<file path="src/rtl/divider_seq_pkg.sv">
// Shared constants for the sequential restoring divider: state encoding,
// the divide-by-zero quotient pattern and the iteration counter sizing.
package divider_seq_pkg;

    localparam logic [1:0] DIV_IDLE = 2'd0;
    localparam logic [1:0] DIV_RUN  = 2'd1;
    localparam logic [1:0] DIV_DONE = 2'd2;

    // Wide enough for any practical BUS_WIDTH; users slice the low bits.
    localparam int DIV_MAX_WIDTH = 64;
    localparam logic [DIV_MAX_WIDTH-1:0] DIV_ZERO_QUOTIENT = '1;

    function automatic int div_count_width(input int width);
        return $clog2(width) + 1;
    endfunction

endpackage

</file>
<file path="src/rtl/divider_seq_subtract.sv">
// Plain unsigned subtractor; the divider's only arithmetic element.
// The MSB of the difference doubles as the borrow/sign flag.
module subtract
    import divider_seq_pkg::*;
#(
    parameter int WIDTH = 9
) (
    input  logic [WIDTH-1:0] minuend,
    input  logic [WIDTH-1:0] subtrahend,
    output logic [WIDTH-1:0] difference
);

    assign difference = minuend - subtrahend;

endmodule

</file>
<file path="src/rtl/divider_seq.sv">
// Multi-cycle restoring unsigned divider with a start/done handshake.
// One quotient bit per clock, using a single shared subtract stage.
//
// state    | meaning
// ---------+----------------------------------------------------------
// DIV_IDLE | waiting for i_start; results from last division held
// DIV_RUN  | one shift/subtract/restore iteration per clock
// DIV_DONE | results just loaded; o_done pulses for this one cycle
module divider_seq
    import divider_seq_pkg::*;
#(
    parameter int BUS_WIDTH = 8
) (
    input  logic                 i_clk,
    input  logic                 i_reset,
    input  logic                 i_start,
    input  logic [BUS_WIDTH-1:0] i_a,
    input  logic [BUS_WIDTH-1:0] i_b,
    output logic [BUS_WIDTH-1:0] o_quotient,
    output logic [BUS_WIDTH-1:0] o_remainder,
    output logic                 o_busy,
    output logic                 o_done,
    output logic                 o_div_by_zero
);

    localparam int CNT_W = div_count_width(BUS_WIDTH);
    localparam logic [CNT_W-1:0] LAST_ITER = CNT_W'(BUS_WIDTH - 1);

    logic [1:0]           state;
    logic [BUS_WIDTH-1:0] q_reg;
    logic [BUS_WIDTH-1:0] d_reg;
    // The partial remainder is always below the divisor after an iteration,
    // so its top bit is zero and only the low BUS_WIDTH bits are stored.
    logic [BUS_WIDTH-1:0] r_reg;
    logic [CNT_W-1:0]     iter_cnt;

    logic [BUS_WIDTH:0]   r_shift;
    logic [BUS_WIDTH:0]   diff;
    logic [BUS_WIDTH-1:0] r_next;
    logic [BUS_WIDTH-1:0] q_next;

    logic [BUS_WIDTH-1:0] quotient;
    logic [BUS_WIDTH-1:0] remainder;
    logic                 div_by_zero;

    assign r_shift = {r_reg, q_reg[BUS_WIDTH-1]};

    subtract #(
        .WIDTH(BUS_WIDTH + 1)
    ) u_subtract (
        .minuend   (r_shift),
        .subtrahend({1'b0, d_reg}),
        .difference(diff)
    );

    // Borrow out of the subtract means the divisor did not fit: restore.
    always_comb begin
        r_next = diff[BUS_WIDTH-1:0];
        q_next = {q_reg[BUS_WIDTH-2:0], 1'b1};
        if (diff[BUS_WIDTH]) begin
            r_next = r_shift[BUS_WIDTH-1:0];
            q_next = {q_reg[BUS_WIDTH-2:0], 1'b0};
        end
    end

    always_ff @(posedge i_clk) begin
        if (i_reset) begin
            state       <= DIV_IDLE;
            q_reg       <= '0;
            d_reg       <= '0;
            r_reg       <= '0;
            iter_cnt    <= '0;
            quotient    <= '0;
            remainder   <= '0;
            div_by_zero <= 1'b0;
        end else begin
            case (state)
                DIV_IDLE: begin
                    if (i_start) begin
                        if (i_b == '0) begin
                            quotient    <= DIV_ZERO_QUOTIENT[BUS_WIDTH-1:0];
                            remainder   <= i_a;
                            div_by_zero <= 1'b1;
                            state       <= DIV_DONE;
                        end else begin
                            q_reg       <= i_a;
                            d_reg       <= i_b;
                            r_reg       <= '0;
                            iter_cnt    <= '0;
                            div_by_zero <= 1'b0;
                            state       <= DIV_RUN;
                        end
                    end
                end
                DIV_RUN: begin
                    q_reg    <= q_next;
                    r_reg    <= r_next;
                    iter_cnt <= iter_cnt + CNT_W'(1);
                    if (iter_cnt == LAST_ITER) begin
                        quotient  <= q_next;
                        remainder <= r_next;
                        state     <= DIV_DONE;
                    end
                end
                DIV_DONE: state <= DIV_IDLE;
                default:  state <= DIV_IDLE;
            endcase
        end
    end

    assign o_quotient    = quotient;
    assign o_remainder   = remainder;
    assign o_div_by_zero = div_by_zero;
    assign o_busy        = (state != DIV_IDLE);
    assign o_done        = (state == DIV_DONE);

endmodule

</file>
<file path="config.mk">
export PLATFORM = sky130hd
export DESIGN_NAME = divider_seq
export DESIGN_NICKNAME = d
export VERILOG_FILES = /design/src/rtl/divider_seq_pkg.sv /design/src/rtl/divider_seq_subtract.sv /design/src/rtl/divider_seq.sv
export SDC_FILE = /design/constraint.sdc
export NUM_CORES = 1
export LEC_CHECK = 0
export ABC_CLOCK_PERIOD_IN_PS = 5150
export BUFFER_PORTS_ARGS = -buffer_cell sky130_fd_sc_hd__buf_2
export CORE_UTILIZATION = 35
export DETAILED_ROUTE_END_ITERATION = 16
export HOLD_SLACK_MARGIN = 0.05
export PLACE_DENSITY = 0.58
export SLEW_MARGIN = 30
export SYNTH_ARGS = -nofsm -noshare
export SYNTH_HDL_FRONTEND = slang
export SYNTH_SLANG_ARGS = --single-unit
export TNS_END_PERCENT = 1
</file>
<file path="constraint.sdc">
create_clock -name i_clk -period 5.15 [get_ports i_clk]
set_clock_uncertainty 0.1 [all_clocks]
set_input_delay 1.03 -clock i_clk [delete_from_list [all_inputs] [get_ports i_clk]]
set_output_delay 1.03 -clock i_clk [all_outputs]
set_load 0.05 [all_outputs]
</file>
==> out/results.ini <==
[drt]
drt-total-wl_um = 6310
drt-wirelength-per-cell_um = 14.0
first_pass_iters = 5
via_per_inst = 5.14
via_count = 2315
drt-initial-drc-count = 105
drcViolationCount = 0
ant_nets = 0

[critical_path]
cp_top_family = simple AND/OR/NAND/NOR gates
reg2reg_depth = 6
end_kind = flip-flop
r2r_start = state[0]
cp_num_buf_inv = 1
rrSetupSlack_ns = 1.95
cp_cell_sequence = buf_2 -> nor4_1 -> nand2_1 -> a21boi_4 -> o21ai_0 -> nor4b_1 -> or3_1
worst_ep_required_time_ns = 5.31
critical_path.max_fanout = 26
crit_slowest_cell = a21boi_4
start_kind = input pin
path_class = input pin to flip-flop
r2r-end = o_remainder[5]
crit_arrival_ns = 3.61
max_stage_delay_ns = 0.65

[power]
powerDensity_nw_per_um2 = 345
power.total_w = 0.00101
p_leak_nw = 1.19
ir_drop_uv = 164

[clock_tree]
cts_htree_levels = 2
numCtsBuffers = 5
root_buffer = clkbuf_8
cts_sinks = 47
ctsHoldBuffers = 0
cts.reportedPaths.clkPinSlew_ns = 0.10
cts_setup_buffers = 0
cts-resized-gates = 0
clkLatencyLatePin_ns = 0.30
cts_tree = done
clock_path_buffers = 2

[synthesis]
synth.largest_area_cell = dfxtp_1
yosysMostFrequentCell = nand2_1
synth_common_cells = nand2_1, dfxtp_1, nor2_1
synth-edff-count = 0
async_flop_share_pct = 0
synth_cells = 320
ys_warn_count = 0
ys_types = 51
syn_nets = 349
yosysTopAreaCellShare_pct = 36.1
syn_avg_cell_area_um2 = 8.14
synth-seq-cells = 47
dominantRegCellSynth = dfxtp_1
synth-seq-area-share_pct = 36.1
ys_top_cells_by_area = dfxtp_1, nand2_1, mux2i_1
synth_area_um2 = 2600

[outcome]
status = completed

[global_routing]
antenna_found_initial = 0
grt_overflow_total = 0
gr-usage-all-layers_pct = 17.0
grt_pass1_vias = 2044
grt_pass1_wl_um = 10200
grt_max_degree = 35

[finish]
fill_cells = 791
layout.nets = 379
post-route-util_pct = 40.6
synthToLayoutAreaGrowth_pct = 12.4
num_antenna_cells = 0
drive_gt1_share_pct = 17.4

[sta]
clock.fmax_mhz = 289
relSlewSlack_pct = 36.6
final_hold_viol_count = 0
slew_viol_final = 0
fin_setup_tns_ns = 0
rsz0062_at_grt = false
finalSetupViolations = 0
min_period_ns = 3.45
fin_crit_sh_pct = 67.1
worstMarginPinSlew_ns = 0.950

[die]
die_h_um = 88.3
die_w_um = 88.3
rows = 31
ios = 38
core-area_um2 = 7210
dieArea_um2 = 7790
start_util_pct = 36.1

[worst_hold_path]
min_path_cells = 2
min_path_type = flip-flop to flip-flop
hp-start = d_reg[2]
hold_path_end = d_reg[2]

[placed_design]
dpl.hpwl_um = 4600
gp_congestion = 0.734
portBuffers = 37

[run]
drv_cap = 0

==> metal layers <==
layer / part of all wire [%] / global-route usage [%] / vias to the layer above
li1: - / - / 1191
met1: 50 / 23.7 / 1077
met2: 46 / 27.5 / 43
met3: 3.5 / 2.89 / 4
met4: 0.79 / 3.52 / 0
met5: 0 / 0 / -
==> final cells by class <==
class	count	area, µm²	share of cell area [%]
inverter	12	45.0	1.54
clock buffer	5	68.8	2.35
clock inverter	3	18.8	0.641
timing repair buffer	39	200	6.84
multi-input combinational	245	1530	52.2
sequential	47	941	32.2
tap	99	124	4.23
==> stage by stage <==
step / area, µm² / hold slack (ns) / instances / worst slack, ns
finish: 2930 / 0.360 / 450 / 1.70
global route: 2930 / 0.381 / 450 / 1.58
CTS: 2930 / 0.361 / 450 / 1.76
detailed placement: 2840 / 0.348 / 442 / 1.44
global placement: 2840 / 0.344 / 442 / 1.61
floorplan: 2600 / 0.336 / 320 / 2.60
==> worst max-delay path by stage <==
| stage | startpoint | to | cells after the start |
|---|---|---|---|
| final | i_b[1] | o_remainder[5] | 7 |
| after global routing | i_b[1] | o_remainder[5] | 7 |
| after CTS | i_b[1] | o_remainder[5] | 7 |
| after detailed placement | i_b[1] | o_remainder[5] | 7 |
| after global placement | i_b[1] | o_remainder[5] | 7 |
| after floorplan | i_b[1] | o_remainder[6] | 6 |
==> where the power goes <==
group,total (W),internal [W],switching (W)
Clock,0.000230,0.0000960,0.000134
Combinational,0.000365,0.000128,0.000237
Sequential,0.000416,0.000393,0.0000231
Total,0.00101,0.000616,0.000394
==> kinds of logic (layout without fill, tap and decap cells) <==
kind of cell / after synthesis / in the layout / share of synthesized area, %
xor+xnor: 7 / 7 / 2.35
mux: 14 / 14 / 5.57
fa+ha+maj: 10 / 10 / 5.09
buf+inv: 28 / 59 / 5.14
compound gates: 88 / 88 / 22.9
simple gates: 126 / 126 / 22.8
flops: 47 / 47 / 36.1
==> worst register-to-register path, cell delays in order (launching register included) <==
cell and delay, ns:
dfxtp_1 0.60, nand2b_1 0.61, o21ai_4 0.49, a21boi_4 0.62, o21ai_0 0.31, nor4b_1 0.29
or3_1 0.15
==> placed cells by master (no fill, tap or decap), types with 3 or more instances in the layout <==
master and n:
dfxtp_1 47, and2_1 3, nor2_1 31, a21o_1 4, mux2i_1 13, nand2b_1 6
nor3_2 3, a21oi_1 20, nand3_1 5, inv_1 12, xor2_1 6, o21ai_1 5
o21ai_0 21, nor2b_1 3, or3_1 9, ha_1 9, buf_2 37, nor4_1 3
clkbuf_8 5, nor3_1 6, a211oi_1 17, nand2_1 51
(Power assumes the default switching activity.)
